File: config.mk
export PLATFORM = sky130hd
export DESIGN_NAME = uart_mmio_fifo
export DESIGN_NICKNAME = d
export VERILOG_FILES = /design/src/rtl/uart_mmio_pkg.sv /design/src/rtl/sync_fifo.sv /design/src/rtl/uart_mmio_fifo.sv
export SDC_FILE = /design/constraint.sdc
export NUM_CORES = 1
export LEC_CHECK = 0
export CORE_MARGIN = 4
export CORE_UTILIZATION = 55
export CTS_CLUSTER_DIAMETER = 80
export CTS_CLUSTER_SIZE = 28
export DETAILED_ROUTE_END_ITERATION = 16
export GPL_ROUTABILITY_DRIVEN = 0
export PLACE_DENSITY = 0.76
export SETUP_SLACK_MARGIN = 0.1
export SLEW_MARGIN = 10
export SYNTH_ARGS = -nofsm -noshare
export SYNTH_HDL_FRONTEND = slang
export SYNTH_HIERARCHICAL = 1
export SYNTH_SLANG_ARGS = --single-unit
File: constraint.sdc
create_clock -name clock -period 3.6 [get_ports clock]
set_input_delay 0.36 -clock clock [delete_from_list [all_inputs] [get_ports clock]]
set_output_delay 0.36 -clock clock [all_outputs]
set_load 0.01 [all_outputs]
File: src/rtl/uart_mmio_pkg.sv
// Shared constants and FSM state types for the memory-mapped UART.
// Latency: n/a (declarations only).
// Backpressure: n/a (declarations only).
package uart_mmio_pkg;

  // Register offsets from BASE_ADDR
  localparam logic [1:0] OFF_CTRL   = 2'd0;
  localparam logic [1:0] OFF_STATUS = 2'd1;
  localparam logic [1:0] OFF_TXDATA = 2'd2;
  localparam logic [1:0] OFF_RXDATA = 2'd3;

  // CTRL bit indices
  localparam int CTRL_TX_EN = 0;
  localparam int CTRL_RX_EN = 1;
  localparam int CTRL_RX_IE = 2;
  localparam int CTRL_TX_IE = 3;

  // STATUS bit indices
  localparam int ST_TX_FULL   = 0;
  localparam int ST_TX_EMPTY  = 1;
  localparam int ST_RX_AVAIL  = 2;
  localparam int ST_RX_FULL   = 3;
  localparam int ST_OVERRUN   = 4;
  localparam int ST_FRAME_ERR = 5;
  localparam int ST_TX_BUSY   = 6;

  typedef enum logic [1:0] {TX_IDLE, TX_START, TX_DATA, TX_STOP} tx_state_t;
  typedef enum logic [1:0] {RX_IDLE, RX_START, RX_DATA, RX_STOP} rx_state_t;

endpackage

File: src/rtl/sync_fifo.sv
// Single-clock FIFO with wrap-around pointers and an occupancy counter.
// Latency: a pushed entry is visible at head one cycle after the push edge.
// Backpressure: push while full (without a pop) is dropped; pop while empty is ignored.
module sync_fifo #(
  parameter int WIDTH = 8,
  parameter int DEPTH = 8
) (
  input  logic                     clock,
  input  logic                     reset_n,
  input  logic                     push,
  input  logic [WIDTH-1:0]         din,
  input  logic                     pop,
  output logic [WIDTH-1:0]         head,
  output logic                     full,
  output logic                     empty,
  output logic [$clog2(DEPTH):0]   count
);

  localparam int AW = $clog2(DEPTH);
  localparam logic [AW-1:0] PTR_ONE = 1;
  localparam logic [AW:0]   CNT_ONE = 1;
  localparam logic [AW:0]   CNT_MAX = (AW+1)'(DEPTH);

  logic [WIDTH-1:0] mem [DEPTH];
  logic [AW-1:0]    wr_ptr;
  logic [AW-1:0]    rd_ptr;
  logic             do_push;
  logic             do_pop;

  assign empty   = (count == '0);
  assign full    = (count == CNT_MAX);
  assign do_pop  = pop & ~empty;
  // A push at full is accepted only when a pop frees the slot in the same cycle
  assign do_push = push & (~full | do_pop);
  assign head    = mem[rd_ptr];

  // Pointer and occupancy bookkeeping
  always_ff @(posedge clock or negedge reset_n) begin
    if (!reset_n) begin
      wr_ptr <= '0;
      rd_ptr <= '0;
      count  <= '0;
    end else begin
      if (do_push) wr_ptr <= wr_ptr + PTR_ONE;
      if (do_pop)  rd_ptr <= rd_ptr + PTR_ONE;
      case ({do_push, do_pop})
        2'b10:   count <= count + CNT_ONE;
        2'b01:   count <= count - CNT_ONE;
        default: count <= count;
      endcase
    end
  end

  // Storage write; contents need no reset because count gates visibility
  always_ff @(posedge clock) begin
    if (do_push) mem[wr_ptr] <= din;
  end

endmodule

File: src/rtl/uart_mmio_fifo.sv
// Memory-mapped 8N1 UART with TX/RX FIFOs, CTRL/STATUS registers and a level irq.
// Latency: TXDATA write at edge N -> tx falls after N+1; RX byte visible on the stop-sample edge.
// Backpressure: TX pushes at full are dropped; RX bytes arriving at full set overrun and are dropped.
module uart_mmio_fifo
  import uart_mmio_pkg::*;
#(
  parameter logic [7:0] BASE_ADDR  = 8'd248,
  parameter int         CLK_DIV    = 16,
  parameter int         FIFO_DEPTH = 8
) (
  input  logic       clock,
  input  logic       reset_n,
  input  logic [7:0] addr,
  input  logic [7:0] w_data,
  input  logic       w_en,
  input  logic       r_en,
  output logic [7:0] r_data,
  output logic       hit,
  input  logic       rx,
  output logic       tx,
  output logic       irq
);

  localparam int CW   = $clog2(CLK_DIV);
  localparam int CNTW = $clog2(FIFO_DEPTH) + 1;
  localparam logic [CW-1:0] BIT_LAST  = CW'(CLK_DIV - 1);
  localparam logic [CW-1:0] HALF_LAST = CW'(CLK_DIV / 2 - 1);
  localparam logic [CW-1:0] CNT_ONE   = 1;

  // ---------------- Address decode ----------------
  logic [1:0] off;
  logic       wr_ctrl, wr_status, wr_txdata, rd_rxdata;

  assign hit = ({1'b0, addr} >= {1'b0, BASE_ADDR}) &&
               ({1'b0, addr} <= ({1'b0, BASE_ADDR} + 9'd3));
  // Modulo-4 subtraction of the low bits gives the offset whenever hit is set
  assign off       = addr[1:0] - BASE_ADDR[1:0];
  assign wr_ctrl   = w_en & hit & (off == OFF_CTRL);
  assign wr_status = w_en & hit & (off == OFF_STATUS);
  assign wr_txdata = w_en & hit & (off == OFF_TXDATA);
  assign rd_rxdata = r_en & hit & (off == OFF_RXDATA);

  // ---------------- Registers and FIFOs ----------------
  logic [3:0]      ctrl;
  logic            overrun, frame_err;
  logic            tx_pop, rx_push, set_ovr, set_ferr;
  logic [7:0]      txf_head, rxf_head;
  logic            txf_full, txf_empty, rxf_full, rxf_empty;
  logic [CNTW-1:0] txf_count, rxf_count;
  logic [7:0]      rx_shift;

  sync_fifo #(.WIDTH(8), .DEPTH(FIFO_DEPTH)) u_tx_fifo (
    .clock(clock), .reset_n(reset_n), .push(wr_txdata), .din(w_data), .pop(tx_pop),
    .head(txf_head), .full(txf_full), .empty(txf_empty), .count(txf_count)
  );

  sync_fifo #(.WIDTH(8), .DEPTH(FIFO_DEPTH)) u_rx_fifo (
    .clock(clock), .reset_n(reset_n), .push(rx_push), .din(rx_shift), .pop(rd_rxdata),
    .head(rxf_head), .full(rxf_full), .empty(rxf_empty), .count(rxf_count)
  );

  // CTRL register and sticky error bits; a new error event wins over a same-cycle clear
  always_ff @(posedge clock or negedge reset_n) begin
    if (!reset_n) begin
      ctrl      <= '0;
      overrun   <= 1'b0;
      frame_err <= 1'b0;
    end else begin
      if (wr_ctrl) ctrl <= w_data[3:0];
      overrun   <= set_ovr  | (overrun   & ~(wr_status & w_data[ST_OVERRUN]));
      frame_err <= set_ferr | (frame_err & ~(wr_status & w_data[ST_FRAME_ERR]));
    end
  end

  // ---------------- Transmitter ----------------
  tx_state_t     tx_state, tx_state_n;
  logic [CW-1:0] tx_cnt, tx_cnt_n;
  logic [2:0]    tx_bit, tx_bit_n;
  logic [7:0]    tx_shift, tx_shift_n;
  logic          tx_line, tx_line_n;
  logic          tx_go, tx_busy;

  assign tx_go   = ctrl[CTRL_TX_EN] & ~txf_empty;
  assign tx_busy = (tx_state != TX_IDLE);
  assign tx      = tx_line;

  // TX state register; line resets high asynchronously
  always_ff @(posedge clock or negedge reset_n) begin
    if (!reset_n) begin
      tx_state <= TX_IDLE;
      tx_cnt   <= '0;
      tx_bit   <= '0;
      tx_shift <= '0;
      tx_line  <= 1'b1;
    end else begin
      tx_state <= tx_state_n;
      tx_cnt   <= tx_cnt_n;
      tx_bit   <= tx_bit_n;
      tx_shift <= tx_shift_n;
      tx_line  <= tx_line_n;
    end
  end

  // TX next state: STOP chains straight into START so queued frames run back-to-back
  always_comb begin
    tx_state_n = tx_state;
    tx_cnt_n   = tx_cnt;
    tx_bit_n   = tx_bit;
    tx_shift_n = tx_shift;
    tx_line_n  = tx_line;
    tx_pop     = 1'b0;
    case (tx_state)
      TX_IDLE: begin
        tx_line_n = 1'b1;
        if (tx_go) begin
          tx_pop     = 1'b1;
          tx_shift_n = txf_head;
          tx_cnt_n   = '0;
          tx_line_n  = 1'b0;
          tx_state_n = TX_START;
        end
      end
      TX_START: begin
        if (tx_cnt == BIT_LAST) begin
          tx_cnt_n   = '0;
          tx_bit_n   = '0;
          tx_line_n  = tx_shift[0];
          tx_state_n = TX_DATA;
        end else begin
          tx_cnt_n = tx_cnt + CNT_ONE;
        end
      end
      TX_DATA: begin
        if (tx_cnt == BIT_LAST) begin
          tx_cnt_n   = '0;
          tx_shift_n = {1'b0, tx_shift[7:1]};
          if (tx_bit == 3'd7) begin
            tx_line_n  = 1'b1;
            tx_state_n = TX_STOP;
          end else begin
            tx_bit_n  = tx_bit + 3'd1;
            tx_line_n = tx_shift[1];
          end
        end else begin
          tx_cnt_n = tx_cnt + CNT_ONE;
        end
      end
      TX_STOP: begin
        if (tx_cnt == BIT_LAST) begin
          tx_cnt_n = '0;
          if (tx_go) begin
            tx_pop     = 1'b1;
            tx_shift_n = txf_head;
            tx_line_n  = 1'b0;
            tx_state_n = TX_START;
          end else begin
            tx_line_n  = 1'b1;
            tx_state_n = TX_IDLE;
          end
        end else begin
          tx_cnt_n = tx_cnt + CNT_ONE;
        end
      end
      default: tx_state_n = TX_IDLE;
    endcase
  end

  // ---------------- Receiver ----------------
  rx_state_t     rx_state, rx_state_n;
  logic [CW-1:0] rx_cnt, rx_cnt_n;
  logic [2:0]    rx_bit, rx_bit_n;
  logic [7:0]    rx_shift_n;
  logic          rx_meta, rx_sync, rx_prev, rx_fall;

  assign rx_fall = rx_prev & ~rx_sync;

  // Synchronizer, edge-detect history and RX state register
  always_ff @(posedge clock or negedge reset_n) begin
    if (!reset_n) begin
      rx_meta  <= 1'b1;
      rx_sync  <= 1'b1;
      rx_prev  <= 1'b1;
      rx_state <= RX_IDLE;
      rx_cnt   <= '0;
      rx_bit   <= '0;
      rx_shift <= '0;
    end else begin
      rx_meta  <= rx;
      rx_sync  <= rx_meta;
      rx_prev  <= rx_sync;
      rx_state <= rx_state_n;
      rx_cnt   <= rx_cnt_n;
      rx_bit   <= rx_bit_n;
      rx_shift <= rx_shift_n;
    end
  end

  // RX next state: mid-start check rejects glitches, then one sample per bit period
  always_comb begin
    rx_state_n = rx_state;
    rx_cnt_n   = rx_cnt;
    rx_bit_n   = rx_bit;
    rx_shift_n = rx_shift;
    rx_push    = 1'b0;
    set_ovr    = 1'b0;
    set_ferr   = 1'b0;
    if (!ctrl[CTRL_RX_EN]) begin
      rx_state_n = RX_IDLE;
    end else begin
      case (rx_state)
        RX_IDLE: begin
          if (rx_fall) begin
            rx_cnt_n   = '0;
            rx_state_n = RX_START;
          end
        end
        RX_START: begin
          if (rx_cnt == HALF_LAST) begin
            rx_cnt_n   = '0;
            rx_bit_n   = '0;
            rx_state_n = rx_sync ? RX_IDLE : RX_DATA;
          end else begin
            rx_cnt_n = rx_cnt + CNT_ONE;
          end
        end
        RX_DATA: begin
          if (rx_cnt == BIT_LAST) begin
            rx_cnt_n   = '0;
            rx_shift_n = {rx_sync, rx_shift[7:1]};
            if (rx_bit == 3'd7) rx_state_n = RX_STOP;
            else                rx_bit_n   = rx_bit + 3'd1;
          end else begin
            rx_cnt_n = rx_cnt + CNT_ONE;
          end
        end
        RX_STOP: begin
          if (rx_cnt == BIT_LAST) begin
            rx_cnt_n   = '0;
            rx_state_n = RX_IDLE;
            if (!rx_sync)      set_ferr = 1'b1;
            else if (rxf_full) set_ovr  = 1'b1;
            else               rx_push  = 1'b1;
          end else begin
            rx_cnt_n = rx_cnt + CNT_ONE;
          end
        end
        default: rx_state_n = RX_IDLE;
      endcase
    end
  end

  // ---------------- Status, read mux, interrupt ----------------
  logic [7:0] status;
  logic       tx_empty_st, rx_avail_st;

  // Status occupancy bits read the FIFO counters; control paths use the flags
  assign tx_empty_st = (txf_count == '0);
  assign rx_avail_st = (rxf_count != '0);
  assign status = {1'b0, tx_busy, frame_err, overrun, rxf_full, rx_avail_st, tx_empty_st, txf_full};

  // Combinational read data, zero outside the block
  always_comb begin
    r_data = 8'h00;
    if (hit) begin
      case (off)
        OFF_CTRL:   r_data = {4'b0000, ctrl};
        OFF_STATUS: r_data = status;
        OFF_TXDATA: r_data = 8'h00;
        OFF_RXDATA: r_data = rxf_empty ? 8'h00 : rxf_head;
        default:    r_data = 8'h00;
      endcase
    end
  end

  // Registered level interrupt
  always_ff @(posedge clock or negedge reset_n) begin
    if (!reset_n) irq <= 1'b0;
    else irq <= (ctrl[CTRL_RX_IE] & rx_avail_st) |
                (ctrl[CTRL_TX_IE] & tx_empty_st & ~tx_busy) |
                overrun | frame_err;
  end

endmodule

== After elaboration in Yosys (flattened, before gate mapping) ==
Memory sizes are Yosys's and may differ from the RTL's.
Cells that the tools add are included.
Storage, ports and cells
  logic and storage cells: 196
  input port bits: 21
  output and inout port bits: 11
  register bits: 65
  memories: 2
  bits in writable memories: 128
Operators by class
  bitwise operators: 34
  mux-type cells: 66
  equality and inequality tests: 35
  order comparisons: 2
  add/subtract/negate cells: 12
  reductions and logical operators: 23
Memory list
  u_rx_fifo.mem: depth 8, width 8, read ports 1, clocked after Yosys merged registers in 0, write ports 1, RTL line sync_fifo.sv:24  | logic [WIDTH-1:0] mem [DEPTH];
  u_tx_fifo.mem: depth 8, width 8, read ports 1, clocked after Yosys merged registers in 0, write ports 1, RTL line sync_fifo.sv:24
Operators by type and width (number)
  2-to-1 mux 8 bit: 5
  one-hot mux 8 bit (4 select lines): 1
  2-to-1 mux 1 bit: 26
  2-to-1 mux 2 bit: 12
  one-hot mux 4 bit (2 select lines): 3
  one-hot mux 8 bit (3 select lines): 1
  2-to-1 mux 4 bit: 5
  inequality test 2 bit, second input constant: 10
  bitwise AND 1 bit: 19
  adder 3 x 1 -> 3 bit, second input constant: 6
  2-to-1 mux 3 bit: 6
  adder 4 x 1 -> 4 bit, second input constant: 4
  equality test 2 bit, second input constant: 8
  equality test 4 bit, second input constant: 4
  one-hot mux 2 bit (4 select lines): 2
  inequality test 3 bit, second input constant: 5
  AND reduction 5 bit: 3
  one-hot mux 3 bit (2 select lines): 2
  one-hot mux 4 bit (3 select lines): 1
  equality test 2 x 1 -> 1 bit, second input constant: 5
  nonzero test 2 bit: 5
  AND reduction 3 bit: 3
  greater-or-equal comparator 8 bit, second input constant: 1
  <= comparator 8 bit, second input constant: 1
  other kinds (16): 34

== Longest topological paths before layout ==
Gate-level depths: netlist of the first run.
  depth after elaboration: 11
  mapped depth: 14
  gate-level depth less buffers: 12

== Hierarchy ==
The synthesis of the first run kept the hierarchy.
By module, submodules not included
  sync_fifo at u_rx_fifo: area an instance 3155.5 um^2, sequential area each 2172.1 um^2, times used 1, cells each 164
  sync_fifo at u_tx_fifo: area an instance 3150.5 um^2, sequential area each 2172.1 um^2, times used 1, cells each 162
  uart_mmio_fifo: area an instance 2593.7 um^2, sequential area each 1131.1 um^2, times used 1, cells each 255

== Worst setup path before layout of the first run ==
Ideal clock, no wire load.
  path kind: register -> register
  from: reg tx_state[0]
  to: reg u_tx_fifo.count[3]
  path buffers: 1
  clock period less this slack: 3.357 ns
  required time: 3.531 ns
  arrival time: 3.287 ns
  setup time: 0.069 ns
  setup slack: 0.243 ns
  cell stages (with the launch flop): 14
  cell sequence: dfrtp_1 -> inv_1 -> ha_1 -> clkbuf_1 -> a21oi_1 -> nor3_1 -> o21ai_2 -> or2_2 -> inv_1 -> ha_1 -> or2_2 -> nand3_1 -> mux2_2 -> nand3b_1
On the way
  cells in the longest elaborated chain, start to end: 7
  elaborated cells between the ends (all ways): 10
  those cells by class: eq/ne: 3; mux: 2; bitwise: 3; reduce/logical: 2
RTL lines
  start, declared: RTL line uart_mmio_fifo.sv:76  | tx_state_t tx_state, tx_state_n;
  start signal, assigned: RTL line uart_mmio_fifo.sv:96  | tx_state <= tx_state_n;
  equality test 2 bit / zero test 2 bit (equally long branches): RTL line uart_mmio_fifo.sv:112  | case (tx_state)
  one-hot mux 1 bit (2 select lines) (*): RTL line uart_mmio_fifo.sv:112
  named net tx_pop: RTL line uart_mmio_fifo.sv:46  | logic tx_pop, rx_push, set_ovr, set_ferr;
  bitwise AND 1 bit (*): RTL line sync_fifo.sv:32  | assign do_pop = pop & ~empty;
  bitwise OR 1 bit: RTL line sync_fifo.sv:34  | assign do_push = push & (~full | do_pop);
  bitwise AND 1 bit: RTL line sync_fifo.sv:34
  equality test 2 x 1 -> 1 bit / equality test 2 bit (equally long branches): RTL line sync_fifo.sv:46  | case ({do_push, do_pop})
  one-hot mux 4 bit (2 select lines) / nonzero test 2 bit (equally long branches)
  end signal, assigned: RTL line sync_fifo.sv:47  | 2'b10: count <= count + CNT_ONE;
  end signal, assigned: RTL line sync_fifo.sv:48  | 2'b01: count <= count - CNT_ONE;
  end signal, assigned: RTL line sync_fifo.sv:49  | default: count <= count;
  end, declared: RTL line sync_fifo.sv:16  | output logic [$clog2(DEPTH):0] count
The timed path passes the listed nets; every way through them passes the cells marked *.
A chain may end at the register's enable or synchronous reset.

== Final worst setup path of the first run ==
  from: reg u_rx_fifo.rd_ptr[0]
  to: out r_data[4]
On the way
  cells in the longest elaborated chain, start to end: 4
RTL lines
  start, declared: RTL line sync_fifo.sv:26  | logic [AW-1:0] rd_ptr;
  start signal, assigned: RTL line sync_fifo.sv:45  | if (do_pop) rd_ptr <= rd_ptr + PTR_ONE;
  memory read (8 x 8 bit)
  named net rxf_head[4]: RTL line uart_mmio_fifo.sv:47  | logic [7:0] txf_head, rxf_head;
  2-to-1 mux 8 bit: RTL line uart_mmio_fifo.sv:269  | OFF_RXDATA: r_data = rxf_empty ? 8'h00 : rxf_head;
  one-hot mux 8 bit (4 select lines): RTL line uart_mmio_fifo.sv:265  | case (off)
  2-to-1 mux 8 bit: RTL line uart_mmio_fifo.sv:264  | if (hit) begin
  end, declared: RTL line uart_mmio_fifo.sv:17  | output logic [7:0] r_data,
The timed path passes the listed nets, and every way through them passes these cells.

==> flow_metrics.tcl, run 1 <==
set metrics [dict create \
    wl_per_cell_um 20.1 \
    switching_share_pct 27.7 \
    grt_pass1_wl_um 28300 \
    final_common_cell "edfxtp_1" \
    min_period_ns 3.43 \
    synth-seq-area-share_pct 61.5 \
    routed_wirelength_um 17400 \
    yosysUniqueCellTypes 58 \
    die_y_um 135 \
    p_seq_share_pct 48.9 \
    setup_tns_ns 0 \
    fmax_mhz 292 \
    period_share_pct 95.2 \
    drt_iter0_drc 313 \
    grt_max_degree 34 \
    internal_power_mw 3.95 \
    clk_pin_slew_ns 0.07 \
    die_x_um 135 \
    synth.cell_area_um2 8900 \
    ys_warn_count 6 \
    switching_power_mw 1.52 \
    ir_drop_mv 0.451 \
    io_pins 32 \
    end_kind "output pin" \
    h-tree-depth 4 \
    cts_sinks 193 \
    setup_viol_count_final 0 \
    dp_hpwl_um 11800 \
    synth_nets 622 \
    combPwrFrac_pct 16.8 \
    yosys.area.top_type "edfxtp_1" \
    cts_tree "done" \
    clock_latency_ns 0.43 \
    cts_made_buffers 17 \
    ys.flop_type "edfxtp_1" \
    drv_slew 0 \
    setup_ws_ns 0.174 \
    die-area_um2 18300 \
    arrival_ns 3.07 \
    vias 4988 \
    synth.avg_cell_area_um2 15.3 \
    drv_cap 0 \
    diodes 0 \
    holdWs_ns 0.307 \
    status "completed" \
    initial_core_util_pct 56.0 \
    rows 46 \
    worstSetupStartpointType "register" \
    ys_async_sr_fraction_pct 33.7 \
    final_cell_mix "edfxtp_1, dfrtp_1, nand2_1" \
    worst-r2r-cell-count 12 \
    nets 678 \
    drc 0 \
    final_layout_size_suffix_gt1_share_pct 19.2 \
    relSlewSlack_pct 39.0 \
    yosysTopAreaCellShare_pct 43.2 \
    antenna_found_initial 0 \
    grt_pass1_vias 5342 \
    p_per_area_nw_per_um2 540 \
    worst_slew_pin_slew_ns 0.914 \
    worstPathRequired_ns 3.24 \
    dr.pass1.iters 5 \
    synth_area_leaders "edfxtp_1, dfrtp_1, mux4_1, mux2_2, ha_1" \
    rrSetupSlack_ns 0.37 \
    synth-edff-count 128 \
    critPathMaxFanout 12 \
    pwr-share-clk_pct 34.3 \
    pre_cts_ws_ns 0.386 \
    portBuffers 31 \
    coreArea_um2 15900 \
    clockBufferDepth 2 \
    holdCritPathClass "input pin to asynchronous set/reset pin" \
    fin_util_pct 63.8 \
    hold_viol_final 0 \
    cts_root_buf "clkbuf_16" \
    avgViaCountPerCell 5.76 \
    rsz0062_at_grt "false" \
    p_leak_nw 4.10 \
    skew_ns 0.0120 \
    ys_ff_latch 193 \
    detail-route-antenna-nets 0 \
    gr-total-overflow 0 \
    crit_type "register to output pin" \
    grt_use_total_pct 20.2 \
    syn_inst 581 \
    area_growth_syn_to_layout_pct 13.8 \
]
-- state kept, by name (all words and copies together), names as in the netlist, 4 cells and up --
name,cells
ctrl,4
u_rx_fifo/mem,64
u_rx_fifo/count,4
u_tx_fifo/mem,64
rx_shift,8
u_tx_fifo/count,4
tx_cnt,4
rx_cnt,4
tx_shift,8
-- metrics by stage --
stage	area (um2)	std cells	total power, mW
4_1_cts	10100	866	5.50
6_report	10100	866	5.47
2_1_floorplan	8900	581	3.41
5_1_grt	10100	866	5.72
3_3_place_gp	9520	833	3.57
3_5_place_dp	9520	833	3.64
-- cells in the mapped netlist, types with 4 or more instances --
cell type / instances
edfxtp_1: 128
dfrtp_1: 61
nand2_1: 45
mux4_1: 32
nor2_1: 27
mux2_2: 24
o21ai_0: 24
inv_1: 21
ha_1: 18
mux2i_1: 18
nand3_1: 14
mux2_4: 11
nor3_1: 11
a21oi_1: 10
nor2b_1: 10
xnor2_1: 10
buf_2: 9
buf_6: 9
nand2b_1: 9
or2_2: 6
a22o_1: 5
nand4_1: 5
xor2_1: 5
and2_1: 4
and3_1: 4
clkbuf_1: 4
dfstp_2: 4
nor4_1: 4
or3_1: 4
-- final timing paths --
kind                                            startpoint                              to
hold / removal                                     reset_n         tx_shift[3]$_DFFE_PN0P_
max in group asynchronous                          reset_n               rx_prev$_DFF_PN1_
hold reg to reg                          rx_meta$_DFF_PN1_               rx_sync$_DFF_PN1_
min in group clock                                      rx               rx_meta$_DFF_PN1_
setup reg to reg                     tx_cnt[0]$_DFFE_PN0P_  u_tx_fifo/count[3]$_DFFE_PN0P_
setup / recovery           u_rx_fifo/rd_ptr[0]$_DFFE_PN0N_                       r_data[4]
-- metal layers --
layer | up-vias | GRT usage (%) | routed length, um
li1 | 2327 | - | -
met1 | 2547 | 25.4 | 7170
met2 | 84 | 35.7 | 9400
met3 | 30 | 3.45 | 498
met4 | 0 | 6.83 | 362
met5 | - | 0 | 0
-- logic make-up after synthesis --
kind of cell	count (synthesis)	share of synthesized area, %
AO/OA/AOI/OAI	68	5.88
buffers and inverters	49	3.19
flip-flops	193	61.5
XOR/XNOR	15	1.48
adder cells (fa/ha/maj)	20	2.98
multiplexers	85	16.4
AND/OR/NAND/NOR	151	8.59
-- cell type report --
type	count	area (um2)
Fill cell	1115	5760
Sequential cell	193	5480
Clock buffer	17	425
Multi-Input combinational cell	339	3150
Timing Repair Buffer	65	563
Inverter	21	78.8
Clock inverter	15	169
Tap cell	216	270
-- power groups by stage --
| stage | clock network, mW | registers (mW) | logic [mW] |
|---|---|---|---|
| floorplan | 0 | 2.62 | 0.792 |
| global placement | 0 | 2.70 | 0.869 |
| detailed placement | 0 | 2.72 | 0.916 |
| CTS | 1.90 | 2.67 | 0.922 |
| global route | 2.01 | 2.70 | 1.01 |
| finish | 1.87 | 2.67 | 0.921 |
-- worst max-delay path, cell delays in order (launching register included) --
cell	delay [ns]
dfrtp_1	0.77
buf_4	0.27
mux4_1	0.55
mux2_2	0.30
a21oi_1	0.15
nor2_1	0.08
clkdlybuf4s50_1	0.51
-- repair_timing --
item / 4_1_cts / 5_1_grt
hold endpoints to repair: 7 / 0
endpoints found under the setup margin: 0 / 1
resized for setup: 0 / 1
setup buffers: 0 / 0
hold buffers: 1 / 0
(Power assumes the default switching activity.)
==> run 2, diff against run 1 <==
--- a/config.mk
+++ b/config.mk
@@ -6,12 +6,13 @@
 export NUM_CORES = 1
 export LEC_CHECK = 0
 export CORE_MARGIN = 4
-export CORE_UTILIZATION = 55
+export CORE_UTILIZATION = 57
+export CTS_BUF_LIST = sky130_fd_sc_hd__clkbuf_8
 export CTS_CLUSTER_DIAMETER = 80
 export CTS_CLUSTER_SIZE = 28
 export DETAILED_ROUTE_END_ITERATION = 16
 export GPL_ROUTABILITY_DRIVEN = 0
-export PLACE_DENSITY = 0.76
+export PLACE_DENSITY = 0.78
 export SETUP_SLACK_MARGIN = 0.1
 export SLEW_MARGIN = 10
 export SYNTH_ARGS = -nofsm -noshare
==> flow_metrics.tcl, run 2 (synthesis gave the netlist of run 1 again) <==
set metrics [dict create \
    initial_core_util_pct 58.3 \
    finalNonFillerCells 855 \
    detail-route-antenna-nets 0 \
    coreArea_um2 15300 \
    cp_slowest_cell "mux4_1" \
    use_met1_pct 23.7 \
    holdCritPathClass "input pin to asynchronous set/reset pin" \
    fmax_mhz 314 \
    grt_use_met3_pct 4.26 \
    gr-total-overflow 0 \
    final_common_cell "edfxtp_1" \
    vias 4967 \
    power.total_mw 5.01 \
    area_growth_syn_to_layout_pct 11.1 \
    reg_top3 "u_rx_fifo/mem: 64 flops, u_tx_fifo/mem: 64 flops" \
    multi_input_area_um2 3140 \
    critPathMaxFanout 18 \
    pre_cts_ws_ns 0.415 \
    rsz0062_at_grt "false" \
    antenna_found_initial 0 \
    routed_wirelength_um 16100 \
    status "completed" \
    final_layout_size_suffix_gt1_share_pct 18.3 \
    p_leak_nw 3.98 \
    period_share_pct 88.4 \
    cp_cell_sequence "buf_4, mux4_1, mux2_2, a31oi_1, nor2b_1, clkdlybuf4s50_1" \
    grt_max_degree 41 \
    drc 0 \
    setup_ws_ns 0.419 \
    end_kind "output pin" \
    postCtsResizedCells 0 \
    crit_type "register to output pin" \
    crit_family "multiplexers" \
    dp_hpwl_um 11200 \
    min_period_ns 3.18 \
    cts_tree "done" \
    grt_pass1_vias 5219 \
    wl_per_cell_um 18.8 \
    worst_slew_pin_slew_ns 0.921 \
    io_pins 32 \
    portBuffers 31 \
    diodes 0 \
    drv_slew 0 \
    dp.cells 823 \
    worst-path-buf-inv 2 \
    cpPeakStageDelay_ns 0.59 \
    dr.pass1.iters 4 \
    setup_tns_ns 0 \
    p_per_area_nw_per_um2 507 \
    grt_pass1_wl_um 26400 \
    die-area_um2 17700 \
    worstPathRequired_ns 3.24 \
    seq_area_um2 5480 \
    setup_viol_count_final 0 \
    avgViaCountPerCell 5.81 \
    grt_use_total_pct 19.2 \
    busiest_layer "met2" \
    worstSetupStartpointType "register" \
    arrival_ns 2.82 \
    met2_usage_pct 33.0 \
    clock_latency_ns 0.48 \
    skew_ns 0.0167 \
    drv_cap 0 \
    rows 45 \
    relSlewSlack_pct 38.6 \
    drt_iter0_drc 252 \
    hold_buffers 0 \
    cts_sinks 193 \
    h-tree-depth 4 \
    ir_drop_mv 0.479 \
    hold_viol_final 0 \
    cts_root_buf "clkbuf_8" \
    die_x_um 133 \
    clk_pin_slew_ns 0.10 \
    die_y_um 133 \
    final_cell_mix "edfxtp_1, dfrtp_1, nand2_1" \
    nets 672 \
    nFillCells 1065 \
    cts_made_buffers 17 \
    clockBufferDepth 2 \
    cts_setup_buffers 0 \
]
[run 2: changes by cell type in the layout (fill, tap and decap cells not counted), sizes merged]
cell         delta
buf             -5
clkinvlp        +1
bufinv          +1
dlygate4sd3     -1
clkinv          -2
[run 2: final timing paths]
check,cells after the start,endpoint,start,slack [ns]
setup / recovery,6,r_data[2],u_rx_fifo/rd_ptr[0]$_DFFE_PN0N_,0.42
hold / removal,1,tx_shift[4]$_DFFE_PN0P_,reset_n,0.003
setup reg to reg,9,u_tx_fifo/mem[7][3]$_DFFE_PP_,u_tx_fifo/count[1]$_DFFE_PN0P_,0.59
hold reg to reg,0,rx_sync$_DFF_PN1_,rx_meta$_DFF_PN1_,0.36
max in group asynchronous,2,tx$_DFFE_PN1P_,reset_n,2.80
min in group clock,1,rx_meta$_DFF_PN1_,rx,0.29
[run 2: cell type report]
class	instances	area share, %
sequential	193	55.4
inverter	21	0.798
clock buffer	17	2.37
timing repair buffer	59	5.22
tap	211	2.67
multi-input combinational	339	31.8
clock inverter	15	1.77
[run 2: metrics by stage]
step	hold slack [ns]	utilization, %	instance area (um2)
2_1_floorplan	0.0644	-	8900
3_3_place_gp	0.346	62.1	9470
3_5_place_dp	0.347	62.1	9470
4_1_cts	0.0176	64.8	9880
5_1_grt	0.0646	64.8	9880
6_report	0.00337	64.8	9880
[run 2: power by group]
part / leakage [nW] / switching (mW) / internal [mW] / total (mW)
Sequential: 2.17 / 0.180 / 2.48 / 2.66
Combinational: 1.61 / 0.437 / 0.476 / 0.913
Clock: 0.202 / 0.797 / 0.639 / 1.44
Total: 3.98 / 1.41 / 3.60 / 5.01
[run 2: metal layers]
layer / routed length, um / share of wire, %
met2: 8550 / 53
met5: 0 / 0
met4: 306 / 1.9
met3: 520 / 3.2
met1: 6710 / 42
[run 2: worst reg2reg max path: cells and delay by family (launching register included)]
kind	cells	cell delay, ns
DFF	1	0.42
AOI/OAI and AO/OA	1	0.17
and+or+nand+nor	7	1.82
buffers and inverters	1	0.22
==> run 3, diff against run 2 <==
--- a/config.mk
+++ b/config.mk
@@ -9,7 +9,6 @@
 export CORE_UTILIZATION = 57
 export CTS_BUF_LIST = sky130_fd_sc_hd__clkbuf_8
 export CTS_CLUSTER_DIAMETER = 80
-export CTS_CLUSTER_SIZE = 28
 export DETAILED_ROUTE_END_ITERATION = 16
 export GPL_ROUTABILITY_DRIVEN = 0
 export PLACE_DENSITY = 0.78
==> results of run 3 <==
Same layout as run 2: the final DEF is identical, and so are final timing and power.
